<file path="config.mk">
export PLATFORM = sky130hd
export DESIGN_NAME = cv32e40x_wb_stage
export DESIGN_NICKNAME = d
export VERILOG_FILES = /design/src/rtl/cv32e40x_pkg.sv /design/src/rtl/cv32e40x_wb_stage.sv
export SDC_FILE = /design/constraint.sdc
export NUM_CORES = 1
export LEC_CHECK = 0
export ABC_CLOCK_PERIOD_IN_PS = 1800
export BUFFER_PORTS_ARGS = -buffer_cell sky130_fd_sc_hd__buf_2
export CAP_MARGIN = 0
export CORE_AREA = 8 8 76 104
export CTS_CLUSTER_SIZE = 40
export DETAILED_ROUTE_END_ITERATION = 8
export DIE_AREA = 0 0 84 112
export PLACE_DENSITY = 0.69
export SETUP_SLACK_MARGIN = 0.15
export SLEW_MARGIN = 15
export SYNTH_ARGS = -nofsm -noshare
export SYNTH_HDL_FRONTEND = slang
export SYNTH_SLANG_ARGS = --single-unit
</file>
<file path="constraint.sdc">
create_clock -name clk -period 1.8 [get_ports clk]
set_input_delay 0.18 -clock clk [delete_from_list [all_inputs] [get_ports clk]]
set_output_delay 0.18 -clock clk [all_outputs]
set_load 0.005 [all_outputs]
</file>
<file path="src/rtl/cv32e40x_pkg.sv">
// Shared pipeline types used by the writeback stage and its neighbours.
package cv32e40x_pkg;

  localparam int unsigned REGFILE_ADDR_WIDTH = 5;

  typedef enum logic [1:0] {
    MPU_OK       = 2'd0,
    MPU_RE_FAULT = 2'd1,
    MPU_WR_FAULT = 2'd2
  } mpu_status_e;

  typedef struct packed {
    logic                          instr_valid;
    logic                          rf_we;
    logic [REGFILE_ADDR_WIDTH-1:0] rf_waddr;
    logic [31:0]                   rf_wdata;
    logic                          lsu_en;
    mpu_status_e                   lsu_mpu_status;
  } ex_wb_pipe_t;

  typedef struct packed {
    logic kill_wb;
    logic halt_wb;
  } ctrl_fsm_t;

endpackage

</file>
<file path="src/rtl/cv32e40x_wb_stage.sv">
// Writeback stage: retires ALU results immediately and completes loads/stores
// when their response arrives, buffering it while WB is halted.
module cv32e40x_wb_stage
  import cv32e40x_pkg::*;
#(
  parameter int unsigned RF_ADDR_WIDTH = 5,
  parameter bit          DRAIN_EN      = 1'b1
) (
  input  logic                     clk,
  input  logic                     rst_n,
  input  ex_wb_pipe_t              ex_wb_pipe_i,
  input  ctrl_fsm_t                ctrl_fsm_i,
  input  logic                     lsu_rvalid_i,
  input  logic [31:0]              lsu_rdata_i,
  input  logic                     lsu_err_i,
  output logic                     lsu_ready_o,
  output logic                     rf_we_wb_o,
  output logic [RF_ADDR_WIDTH-1:0] rf_waddr_wb_o,
  output logic [31:0]              rf_wdata_wb_o,
  output logic                     lsu_err_wb_o,
  output logic                     wb_ready_o,
  output logic                     wb_valid_o
);

  typedef enum logic [1:0] {
    WB_IDLE  = 2'd0,
    WB_WAIT  = 2'd1,
    WB_HOLD  = 2'd2,
    WB_DRAIN = 2'd3
  } wb_state_e;

  wb_state_e   state_q, state_d;
  logic [31:0] data_buf_q;
  logic        err_buf_q;
  logic        lsu_err_q;

  logic        kill, halt, instr_valid, lsu_en, mpu_ok;
  logic        completing, err_sel, buf_capture, buf_clear;

  assign kill        = ctrl_fsm_i.kill_wb;
  assign halt        = ctrl_fsm_i.halt_wb;
  assign instr_valid = ex_wb_pipe_i.instr_valid && !kill && !halt;
  assign lsu_en      = ex_wb_pipe_i.lsu_en;
  assign mpu_ok      = (ex_wb_pipe_i.lsu_mpu_status == MPU_OK);

  always_ff @(posedge clk or negedge rst_n) begin
    if (!rst_n) begin
      state_q   <= WB_IDLE;
      lsu_err_q <= 1'b0;
    end else begin
      state_q   <= state_d;
      lsu_err_q <= completing && err_sel;
    end
  end

  always_ff @(posedge clk or negedge rst_n) begin
    if (!rst_n) begin
      data_buf_q <= 32'h0;
      err_buf_q  <= 1'b0;
    end else if (buf_capture) begin
      data_buf_q <= lsu_rdata_i;
      err_buf_q  <= lsu_err_i;
    end else if (buf_clear) begin
      data_buf_q <= 32'h0;
      err_buf_q  <= 1'b0;
    end
  end

  always_comb begin
    state_d     = state_q;
    completing  = 1'b0;
    err_sel     = 1'b0;
    buf_capture = 1'b0;
    buf_clear   = 1'b0;

    case (state_q)
      WB_IDLE: begin
        if (!kill && ex_wb_pipe_i.instr_valid) begin
          // MPU-blocked accesses never reached the bus, so nothing to wait for
          if (!lsu_en || !mpu_ok) begin
            completing = instr_valid;
          end else if (lsu_rvalid_i) begin
            if (halt) begin
              buf_capture = 1'b1;
              state_d     = WB_HOLD;
            end else begin
              completing = 1'b1;
              err_sel    = lsu_err_i;
            end
          end else begin
            state_d = WB_WAIT;
          end
        end
      end

      WB_WAIT: begin
        if (kill) begin
          // A response arriving with the kill is simply dropped here
          state_d = (DRAIN_EN && !lsu_rvalid_i) ? WB_DRAIN : WB_IDLE;
        end else if (lsu_rvalid_i) begin
          if (halt) begin
            buf_capture = 1'b1;
            state_d     = WB_HOLD;
          end else begin
            completing = instr_valid && lsu_en;
            err_sel    = lsu_err_i;
            state_d    = WB_IDLE;
          end
        end
      end

      WB_HOLD: begin
        if (kill) begin
          buf_clear = 1'b1;
          state_d   = WB_IDLE;
        end else if (instr_valid) begin
          completing = 1'b1;
          err_sel    = err_buf_q;
          buf_clear  = 1'b1;
          state_d    = WB_IDLE;
        end
      end

      WB_DRAIN: begin
        if (lsu_rvalid_i) begin
          state_d = WB_IDLE;
        end
      end

      default: state_d = WB_IDLE;
    endcase
  end

  always_comb begin
    wb_valid_o  = completing;
    rf_we_wb_o  = ex_wb_pipe_i.rf_we && completing && !err_sel && mpu_ok;
    lsu_ready_o = (state_q != WB_HOLD);

    if (!lsu_en) begin
      rf_wdata_wb_o = ex_wb_pipe_i.rf_wdata;
    end else if (state_q == WB_HOLD) begin
      rf_wdata_wb_o = data_buf_q;
    end else begin
      rf_wdata_wb_o = lsu_rdata_i;
    end

    if (state_q == WB_DRAIN) begin
      wb_ready_o = kill;
    end else begin
      wb_ready_o = kill || (!halt && (!lsu_en || completing));
    end
  end

  assign rf_waddr_wb_o = RF_ADDR_WIDTH'(ex_wb_pipe_i.rf_waddr);
  assign lsu_err_wb_o  = lsu_err_q;

`ifndef SYNTHESIS
  a_no_orphan_rvalid : assert property (@(posedge clk) disable iff (!rst_n)
    (state_q == WB_IDLE && lsu_rvalid_i) |-> (ex_wb_pipe_i.instr_valid && lsu_en));

  a_single_outstanding : assert property (@(posedge clk) disable iff (!rst_n)
    (state_q == WB_HOLD) |-> !lsu_rvalid_i);
`endif

endmodule

</file>
# == Word level (Yosys, flattened, before mapping) ==
# Index checks and enable logic that the tools add are counted.
# totals
regBits,36
latchBits,0
ram_bits,0
mem_bits_ro,0
input_bits,80
output_inout_bits,42
elab_cells,79
memories,0
# classes
n_addsub,0
multipliers,0
n_div,0
magnitude_cmp,0
eq_ne,10
n_shift,0
n_mux,45
bitwise_logic,0
n_reduce_logical,20
# op_table
op,n
$mux W32,4
$mux W1,26
$mux W2,11
$ne A3 B3 Y1 const B,3
$logic_and A1 B1 Y1,8
$ne A2 B2 Y1 const B,4
$pmux W2 S4,1
$pmux W1 S3,2
$reduce_and A6 Y1,1
$logic_not A1 Y1,5
$eq A2 B2 Y1 const B,2
$logic_not A2 Y1,2
$logic_or A1 B1 Y1,3
$eq A2 B1 Y1 const B,1
$pmux W1 S2,1
$reduce_bool A2 Y1,1

# == Logic depth before layout (Yosys ltp) ==
# Gate-level depths: netlist (run 1).
# logic_depth
word_depth,12
depth_mapped,6
ltp_nobuf,4

# == Worst setup path after synthesis (run 1) ==
# OpenSTA, ideal clock, no wires.
# synth_timing
kind,reg-to-output
startpoint,register state_q[1]
endpoint,output port wb_ready_o
t_arrival_ps,1531
required_time_ps,1620
setup_slack_ps,89
stages_incl_launch_ff,4
n_path_buf,0
cell_sequence,dfrtp_1 > or4b_1 > a22o_1 > or3_1
# synth_between
elab_chain_cells,6
word_cells_on_any_way,9
classes_between,eq/ne (3); mux (2); reduce/logical (4)
# synth_rtl
item,line,text
from (decl),cv32e40x_wb_stage.sv:32,"wb_state_e state_q, state_d;"
from (signal assigned),cv32e40x_wb_stage.sv:51,state_q <= state_d;
$eq A2 B2 Y1 (tied with other cells),cv32e40x_wb_stage.sv:76,case (state_q)
$pmux W1 S3 *,cv32e40x_wb_stage.sv:76,
net wb_valid_o,cv32e40x_wb_stage.sv:22,output logic wb_valid_o
$logic_or A1 B1 Y1 *,cv32e40x_wb_stage.sv:150,wb_ready_o = kill || (!halt && (!lsu_en || completing));
$logic_and A1 B1 Y1 *,cv32e40x_wb_stage.sv:150,
$logic_or A1 B1 Y1 *,cv32e40x_wb_stage.sv:150,
$mux W1 *,cv32e40x_wb_stage.sv:147,if (state_q == WB_DRAIN) begin
to (decl),cv32e40x_wb_stage.sv:21,"output logic wb_ready_o,"
# The timed path passes the listed nets; every way through them passes the cells marked *.

# == Final worst setup path (run 1) ==
# layout_timing
startpoint,register state_q[1]
endpoint,output port wb_ready_o
# layout_between
elab_chain_cells,6
word_cells_on_any_way,9
classes_between,eq/ne (3); mux (2); reduce/logical (4)
# layout_rtl
item,line
$eq A2 B2 Y1 (tied with other cells),cv32e40x_wb_stage.sv:76
$pmux W1 S3,cv32e40x_wb_stage.sv:76
$logic_or A1 B1 Y1,cv32e40x_wb_stage.sv:150
$logic_and A1 B1 Y1,cv32e40x_wb_stage.sv:150
$logic_or A1 B1 Y1,cv32e40x_wb_stage.sv:150
$mux W1 *,cv32e40x_wb_stage.sv:147
# Every way passes the cells marked *; elsewhere a longest branch is shown, timed or not.

==> results of run 1 <==
==> kinds of logic (layout without fill, tap and decap cells) <==
family | count (synthesis) | in the layout | share of synthesized area
compound gates | 109 | 109 | 0.319
flops | 36 | 36 | 0.369
simple gates | 111 | 111 | 0.192
buf+inv | 71 | 176 | 0.120
==> per-stage QoR <==
step,setup TNS (ns),instance area (um2),hold slack (ns)
after floorplan,0,2440,-0.116
after global placement,0,3070,0.323
after detailed placement,0,3070,0.337
after CTS,-0.392,3230,0.0271
after global routing,-1.88,3410,0.0571
final,-0.289,3410,-0.0109
==> cells in the mapped netlist, types with 2 or more instances <==
library cell | n | area share
dfrtp_1 | 36 | 0.37
inv_1 | 33 | 0.051
o31ai_1 | 33 | 0.10
clkbuf_1 | 23 | 0.035
o21a_1 | 2 | 0.0061
a31oi_1 | 33 | 0.085
o211ai_1 | 33 | 0.10
nand2_1 | 64 | 0.098
nor2b_1 | 2 | 0.0051
buf_1 | 3 | 0.0046
buf_2 | 6 | 0.012
buf_4 | 5 | 0.015
nor2_1 | 35 | 0.054
nor4bb_1 | 2 | 0.0082
==> worst max-delay path, delay by kind of cell (launching register included) <==
| kind | cells | cell delay (ns) |
|---|---|---|
| AOI/OAI and AO/OA | 1 | 0.22 |
| buffers and inverters | 1 | 0.13 |
| DFF | 1 | 0.40 |
| and+or+nand+nor | 2 | 0.81 |
==> power by group through the flow <==
stage                     registers (uW)  logic [uW]  clock network, uW
after floorplan                     1220         451                  0
after global placement              1260         678                  0
after detailed placement            1260         697                  0
after CTS                           1250         726                710
after global routing                1280         850                746
final                               1250         744                689
==> routing by layer <==
layer  vias up  routed length, um  global-route usage  share of wire
met5         -                  0                   0              0
li1       1360                  -                   -              -
met4         0                102              0.0497          0.012
met1      1242               3350               0.166           0.40
met3         7                407              0.0351          0.049
met2        71               4510               0.305           0.54
==> state kept, by name, summed over array words and instances, names as in the netlist <==
| signal | count |
|---|---|
| lsu_err_wb_o | 1 |
| data_buf_q | 32 |
| state_q | 2 |
| err_buf_q | 1 |
==> timing repair <==
item / CTS / global route
setup endpoints to repair: 37 / 69
gates resized for setup: 11 / 11
pin swaps: 4 / 13
cloned: 0 / 7
setup buffers: 1 / 1
==> area by class of cell <==
class | instances | area [um2] | share of cell area
multi-input cells | 220 | 1310 | 0.385
flip-flops and latches | 36 | 901 | 0.265
repair buffers | 134 | 862 | 0.253
inverters | 34 | 133 | 0.0389
well taps | 74 | 92.6 | 0.0272
clock buffers | 6 | 72.6 | 0.0213
clock inverters | 2 | 35.0 | 0.0103
==> path summary, 6_finish.rpt <==
kind	end	slack, ns	cells past startpoint
max	wb_ready_o	-0.22	4
min	data_buf_q[2]	-0.01	1
max reg2reg	data_buf_q[27]	0.12	7
min reg2reg	data_buf_q[26]	0.53	2
max in group asynchronous	data_buf_q[7]	1.28	1
min in group clk	state_q[0]	0.13	2
==> results.py, run 1 <==
metrics = {
    "outcome": {
        "violations": "hold timing, setup timing",
        "status": "finished, violations left",
    },
    "floorplanning": {
        "start_util": 0.379,
        "core_area_um2": 6440,
        "die_area_um2": 9410,
        "die_y_um": 112,
        "num_rows": 35,
        "ioPinCount": 122,
        "die_x_um": 84,
    },
    "detailed_routing": {
        "via_count": 2680,
        "drc": 0,
        "wire_per_inst_um": 16.5,
        "vias_per_cell": 5.30,
        "drt_iter0_drc": 116,
        "wirelength_um": 8360,
        "firstDrtPassIters": 4,
        "ant_nets": 0,
    },
    "power_and_ir_drop": {
        "clkPwrFrac": 0.256,
        "power.switching_uw": 787,
        "cell_internal_pwr_uw": 1900,
        "p_per_area_nw_per_um2": 789,
        "power_uw": 2690,
        "power_frac_seq": 0.467,
        "vdd.ir_drop.worst_uv": 465,
        "share_comb_of_total_power": 0.277,
        "leakagePower_uw": 0.00164,
        "p_sw_frac": 0.293,
    },
    "logic_synthesis": {
        "syn-num-nets": 407,
        "synth_area_per_cell_um2": 7.47,
        "synthCells": 327,
        "async_reset_ff_frac": 1.00,
        "ys_ff_latch": 36,
        "synth_edf_count": 0,
        "synth_area_um2": 2440,
        "synth_ff_type": "dfrtp_1",
        "ys_warn_count": 0,
        "yosysUniqueCellTypes": 31,
        "ys_seq_area_frac": 0.369,
    },
    "place": {
        "port_buffers": 111,
        "hpwl_um": 5560,
        "gp_congestion": 0.831,
        "place_ws_ns": 0.0472,
        "placedCellCount": 489,
    },
    "timing": {
        "timing.fmax_mhz": 495,
        "fin_crit_ns": 2.02,
        "skew_ns": 0.00672,
        "finalSetupViolCount": 5,
        "maxSlewHeadroom": 0.448,
        "hold_ws_ns": -0.0109,
        "maxSlewViolCount": 0,
        "worst_pin_slew_ns": 0.828,
        "finalHoldViolations": 16,
        "post-route-period-util": 1.12,
        "rsz0062_at_grt": "true",
        "setup_ws_ns": -0.220,
    },
    "setup_path": {
        "critPathMaxFanout": 4,
        "rr_startpoint": "state_q[1]",
        "arrival_ns": 1.84,
        "critPathSlowestCell": "or4b_1",
        "crit_chain": "or4b_1 -> a22o_1 -> or3_1 -> buf_2",
        "critPathMaxStageDelay_ns": 0.47,
        "critical_path.endpoint_type": "output pin",
        "crit_required_ns": 1.62,
        "critical_path_class": "reg -> out",
        "crit_start": "state_q[1]",
        "startpoint_type": "flop",
    },
    "layout": {
        "fillCellCount": 628,
        "diodes": 0,
        "nets": 511,
        "final_cells": 506,
        "final_core_util": 0.529,
        "final_cell_mix": "buf_2, nand2_1, dfrtp_1",
        "final_common_cell": "buf_2",
        "area.growth.synth_to_final_pct": 39.5,
        "layout-drive-gt1-share": 0.350,
    },
    "clocking": {
        "clock-sinks": 36,
        "ctsRootBufferMaster": "clkbuf_8",
        "tritoncts": "yes",
        "clock_latency_ns": 0.28,
        "cts_hold_buf": 0,
        "numCtsBuffers": 5,
        "htree_levels": 2,
        "cts_buffer_depth": 2,
        "clkTransAtPathRegs_ns": 0.07,
    },
    "global_routing": {
        "grt_usage": 0.160,
        "grt_overflow_total": 0,
        "grt_max_degree": 40,
        "grt_pass1_wl_um": 12800,
        "grt_pass1_vias": 2791,
        "antenna_found_initial": 0,
    },
    "worst_hold_path": {
        "hold_path_class": "in -> async",
    },
    "run": {
        "drv_cap": 0,
    },
}
Note: power is estimated with default switching activity, not from simulation.
==> run 2, diff against run 1 <==
--- a/config.mk
+++ b/config.mk
@@ -12,7 +12,7 @@
 export CTS_CLUSTER_SIZE = 40
 export DETAILED_ROUTE_END_ITERATION = 8
 export DIE_AREA = 0 0 84 112
-export PLACE_DENSITY = 0.69
+export PLACE_DENSITY = 0.68
 export SETUP_SLACK_MARGIN = 0.15
 export SLEW_MARGIN = 15
 export SYNTH_ARGS = -nofsm -noshare
==> results.py, run 2 (same netlist as run 1, synthesis figures left out) <==
metrics = {
    "global_routing": {
        "grt_pass1_wl_um": 15300,
        "grt_pass1_vias": 3081,
        "grt_usage": 0.195,
        "grt_max_degree": 48,
        "antenna_found_initial": 0,
        "grt_overflow_total": 0,
    },
    "layout": {
        "ff_latch_area_um2": 901,
        "final_cells": 525,
        "final_common_cell": "buf_2",
        "fillCellCount": 519,
        "reg_top3": "data_buf_q x32, state_q x2",
        "layout-drive-gt1-share": 0.448,
        "top_register": "data_buf_q",
        "nets": 530,
        "area.growth.synth_to_final_pct": 69.0,
        "largest_reg_flops": 32,
        "final_cell_mix": "buf_2, nand2_1, dfrtp_1",
        "multi_input_area_um2": 1680,
        "diodes": 0,
    },
    "clocking": {
        "htree_levels": 2,
        "clock-sinks": 36,
        "tritoncts": "yes",
        "numCtsBuffers": 5,
        "cts_buffer_depth": 2,
        "ctsRootBufferMaster": "clkbuf_8",
        "clock_latency_ns": 0.29,
        "clkTransAtPathRegs_ns": 0.07,
    },
    "detailed_routing": {
        "drc": 0,
        "wire_per_inst_um": 19.0,
        "via_count": 2925,
        "ant_nets": 0,
        "firstDrtPassIters": 4,
        "wirelength_um": 9960,
        "drt_iter0_drc": 162,
        "vias_per_cell": 5.57,
    },
    "setup_path": {
        "cp.depth": 4,
        "crit_chain": "or4b_1 -> a22o_1 -> or3_1 -> buf_2",
        "arrival_ns": 1.86,
        "critPathMaxFanout": 3,
        "critPathMaxStageDelay_ns": 0.47,
        "critPathSlowestCell": "or4b_1",
        "reg2reg_to": "data_buf_q[15]",
        "reg2reg_slack_ns": -0.05,
        "crit_start": "state_q[1]",
        "critical_path.endpoint_type": "output pin",
        "critical_path.endpoint": "wb_ready_o",
        "r2r.worst_path.cells": 8,
        "crit_buf_inv": 1,
        "startpoint_type": "flop",
        "critical_path_class": "reg -> out",
        "critical-path-top-delay-family": "simple AND/OR/NAND/NOR gates",
        "rr_startpoint": "state_q[1]",
        "crit_required_ns": 1.62,
    },
    "floorplanning": {
        "num_rows": 35,
        "die_area_um2": 9410,
        "core_area_um2": 6440,
        "start_util": 0.379,
        "die_y_um": 112,
        "ioPinCount": 122,
        "die_x_um": 84,
    },
    "timing": {
        "maxSlewHeadroom": 0.707,
        "skew_ns": 0.00616,
        "worst_pin_slew_ns": 0.439,
        "maxSlewViolCount": 0,
        "setup_ws_ns": -0.240,
        "fin_crit_ns": 2.04,
        "post-route-period-util": 1.13,
        "finalHoldViolations": 0,
        "timing.fmax_mhz": 490,
        "rsz0062_at_grt": "true",
        "finalSetupViolCount": 50,
    },
    "worst_hold_path": {
        "hold_depth": 2,
        "hold_path_class": "in -> reg",
    },
    "place": {
        "gp_congestion": 0.803,
        "port_buffers": 111,
        "place_ws_ns": -0.0184,
        "hpwl_um": 5870,
        "placedCellCount": 491,
    },
    "outcome": {
        "status": "finished, violations left",
        "violations": "setup timing",
    },
    "power_and_ir_drop": {
        "cell_internal_pwr_uw": 2060,
        "leakagePower_uw": 0.00188,
        "p_sw_frac": 0.325,
        "vdd.ir_drop.worst_uv": 353,
        "p_per_area_nw_per_um2": 739,
        "clkPwrFrac": 0.196,
        "power_frac_seq": 0.419,
        "power.switching_uw": 990,
        "share_comb_of_total_power": 0.384,
    },
    "run": {
        "drv_cap": 0,
    },
}
run 2: timing repair:
action,in CTS,in global routing
endpoints found under the setup margin,36,70
endpoints found under the hold margin,36,0
gates resized for setup,91,22
hold buffers,1,0
buffers inserted,10,2
cloned,7,6
pin swaps,41,38
run 2: final cells by class:
type / count / area share
clock buffer: 8 / 0.0218
timing repair inverter: 4 / 0.0155
multi-input combinational: 220 / 0.406
inverter: 34 / 0.0349
sequential: 36 / 0.218
timing repair buffer: 149 / 0.281
tap: 74 / 0.0224
run 2: worst register-to-register path, cell delays in order, from the launching register on:
cell and delay [ns]:
dfrtp_1 0.39, buf_4 0.14, buf_6 0.11, buf_4 0.13
nor4bb_4 0.35, buf_6 0.22, clkbuf_16 0.17, o211ai_1 0.15
o31ai_4 0.10
run 2: metrics by stage:
| stage | total power (uW) | area [um2] | setup TNS, ns | hold WS (ns) | util |
|---|---|---|---|---|---|
| after floorplan | 1680 | 2440 | 0 | -0.116 | - |
| after global placement | 1940 | 3090 | 0 | 0.156 | 0.480 |
| after detailed placement | 1970 | 3090 | -0.0184 | 0.160 | 0.480 |
| after CTS | 2990 | 3870 | -2.60 | 0.121 | 0.601 |
| after global routing | 3210 | 4130 | -8.70 | 0.140 | 0.641 |
| final | 3050 | 4130 | -3.88 | 0.129 | 0.641 |
run 2: layer usage:
metal  GRT usage  wire length [um]  up-vias
li1            -                 -     1397
met1       0.212              3810     1411
met2       0.348              5430       99
met3      0.0387               467       18
met4      0.0971               258        0
met5           0                 0        -
run 2: worst min path at each step:
| stage | from | endpoint | slack, ns |
|---|---|---|---|
| floorplan | rst_n | data_buf_q[0] | -0.12 |
| finish | lsu_rvalid_i | state_q[0] | 0.13 |
| CTS | lsu_rvalid_i | state_q[0] | 0.12 |
| detailed placement | rst_n | data_buf_q[2] | 0.16 |
| global route | lsu_rvalid_i | state_q[0] | 0.14 |
| global placement | rst_n | data_buf_q[2] | 0.16 |
run 2: power groups by stage:
stage	Sequential, uW	Combinational, uW	Clock [uW]
2_1_floorplan	1220	451	0
3_3_place_gp	1260	683	0
3_5_place_dp	1260	707	0
4_1_cts	1260	1120	612
5_1_grt	1310	1270	634
6_report	1280	1170	599
==> run 3, diff against run 2 <==
--- a/config.mk
+++ b/config.mk
@@ -8,12 +8,12 @@
 export ABC_CLOCK_PERIOD_IN_PS = 1800
 export BUFFER_PORTS_ARGS = -buffer_cell sky130_fd_sc_hd__buf_2
 export CAP_MARGIN = 0
-export CORE_AREA = 8 8 76 104
+export CORE_AREA = 8 8 71 98
 export CTS_CLUSTER_SIZE = 40
 export DETAILED_ROUTE_END_ITERATION = 8
-export DIE_AREA = 0 0 84 112
-export PLACE_DENSITY = 0.68
-export SETUP_SLACK_MARGIN = 0.15
+export DIE_AREA = 0 0 79 106
+export PLACE_DENSITY = 0.77
+export SETUP_SLACK_MARGIN = 0.05
 export SLEW_MARGIN = 15
 export SYNTH_ARGS = -nofsm -noshare
 export SYNTH_HDL_FRONTEND = slang
==> results.py, run 3 (same netlist as run 1, synthesis figures left out) <==
metrics = {
    "layout": {
        "final_cell_mix": "buf_2, nand2_1, dfrtp_1",
        "layout-drive-gt1-share": 0.434,
        "largest_reg_flops": 32,
        "final_common_cell": "buf_2",
        "fin_area_um2": 3760,
        "fillCellCount": 455,
        "top_register": "data_buf_q",
        "reg_top3": "data_buf_q x32, state_q x2",
        "final_cells": 519,
        "nets": 528,
        "area.growth.synth_to_final_pct": 54.2,
        "diodes": 0,
    },
    "clocking": {
        "ctsRootBufferMaster": "clkbuf_8",
        "numCtsBuffers": 5,
        "cts_buffer_depth": 2,
        "clock_latency_ns": 0.28,
        "clkTransAtPathRegs_ns": 0.07,
        "htree_levels": 2,
        "clock-sinks": 36,
        "tritoncts": "yes",
    },
    "detailed_routing": {
        "via_count": 2919,
        "wire_per_inst_um": 17.4,
        "ant_nets": 0,
        "drt_iter0_drc": 151,
        "drc": 0,
        "vias_per_cell": 5.62,
        "firstDrtPassIters": 4,
        "wirelength_um": 9040,
    },
    "global_routing": {
        "gr-usage-met2": 0.382,
        "grt_max_degree": 45,
        "grt_usage": 0.197,
        "grt_util_met3": 0.0363,
        "gr-max-usage-layer": "met2",
        "grt_overflow_total": 0,
        "grtUsageMet1": 0.197,
        "antenna_found_initial": 0,
        "grt_pass1_vias": 2992,
        "grt_pass1_wl_um": 13700,
    },
    "outcome": {
        "status": "finished, violations left",
        "violations": "hold timing, setup timing",
    },
    "setup_path": {
        "arrival_ns": 1.76,
        "cp.depth": 4,
        "critPathMaxFanout": 4,
        "critical_path_class": "reg -> out",
        "crit_chain": "or4b_1 -> a22o_1 -> or3_1 -> buf_2",
        "critical_path.endpoint_type": "output pin",
        "crit_buf_inv": 1,
        "critPathMaxStageDelay_ns": 0.46,
        "critPathSlowestCell": "or4b_1",
        "critical-path-top-delay-family": "simple AND/OR/NAND/NOR gates",
        "r2r.worst_path.cells": 8,
        "crit_required_ns": 1.62,
        "startpoint_type": "flop",
    },
    "timing": {
        "maxSlewViolCount": 0,
        "timing.fmax_mhz": 515,
        "hold_ws_ns": -0.00569,
        "finalHoldViolations": 3,
        "rsz0062_at_grt": "true",
        "fin_crit_ns": 1.94,
        "maxSlewHeadroom": 0.432,
        "skew_ns": 0.00464,
        "setup_ws_ns": -0.143,
        "finalSetupViolCount": 51,
        "worst_pin_slew_ns": 0.852,
        "post-route-period-util": 1.08,
    },
    "run": {
        "drv_cap": 0,
    },
    "floorplanning": {
        "start_util": 0.435,
        "num_rows": 33,
        "die_x_um": 79,
        "die_area_um2": 8370,
        "die_y_um": 106,
        "ioPinCount": 122,
        "core_area_um2": 5620,
    },
    "place": {
        "dpl_cell_area_um2": 3090,
        "hpwl_um": 5730,
        "placedCellCount": 490,
        "port_buffers": 111,
        "gp_congestion": 0.897,
    },
    "worst_hold_path": {
        "hold_path_class": "in -> async",
    },
    "power_and_ir_drop": {
        "p_per_area_nw_per_um2": 715,
        "vdd.ir_drop.worst_uv": 588,
        "leakagePower_uw": 0.00182,
    },
}
==> run 3: cell count changes in the layout (fill, tap and decap cells not counted), moves of 2 or more <==
cell / previous run / this run
a31oi_4: 0 / 2
buf_12: 9 / 6
buf_2: 110 / 112
buf_4: 9 / 14
clkbuf_1: 2 / 0
clkbuf_16: 6 / 4
clkinv_2: 0 / 2
inv_16: 2 / 0
nand2_1: 56 / 39
nand2_2: 8 / 19
nand2_4: 0 / 6
o31ai_1: 6 / 31
o31ai_4: 24 / 0
==> run 3: area by class of cell <==
class	instances	area, um2	share of cell area
timing repair buffer	151	1120	0.297
sequential	36	901	0.239
tap	70	87.6	0.0233
clock buffer	6	82.6	0.0219
inverter	34	133	0.0352
multi-input combinational	220	1430	0.380
clock inverter	2	10.0	0.00266
==> run 3: layer usage <==
metal  vias up  share of wire
met5         -              0
met4         0          0.021
met3        18          0.060
met2       117           0.56
met1      1391           0.36
li1       1393              -
==> run 3: timing repair <==
action | CTS | global route
resized for setup | 38 | 37
hold buffers | 0 | 0
endpoints found under the setup margin | 34 | 67
gates cloned | 4 | 5
pin swaps | 20 | 17
buffers inserted | 8 | 4
==> run 3: per-stage QoR <==
| stage | hold WS [ns] | setup TNS [ns] | setup slack [ns] | util | power, uW |
|---|---|---|---|---|---|
| final | -0.00569 | -4.06 | -0.143 | 0.670 | 2690 |
| after global routing | 0.0547 | -7.45 | -0.241 | 0.670 | 2860 |
| after CTS | 0.0241 | -2.28 | -0.152 | 0.617 | 2620 |
| after detailed placement | 0.340 | 0 | 0.0435 | 0.551 | 1970 |
| after global placement | 0.316 | 0 | 0.0623 | 0.551 | 1930 |
| after floorplan | -0.116 | 0 | 0.0892 | - | 1680 |
==> run 3: path summary, 6_finish.rpt <==
check	start	slack, ns	to
max in group asynchronous	rst_n	1.26	data_buf_q[28]
hold reg to reg	data_buf_q[25]	0.53	data_buf_q[25]
setup / recovery	state_q[1]	-0.14	wb_ready_o
hold / removal	rst_n	-0.006	data_buf_q[2]
min in group clk	lsu_rvalid_i	0.13	state_q[0]
setup reg to reg	state_q[1]	-0.03	err_buf_q
==> run 3: power by group <==
group | leakage (uW) | total (uW) | switching [uW] | internal, uW
registers | 0.000448 | 1290 | 193 | 1100
clock network | 0.0000510 | 596 | 290 | 306
logic | 0.00132 | 803 | 385 | 418
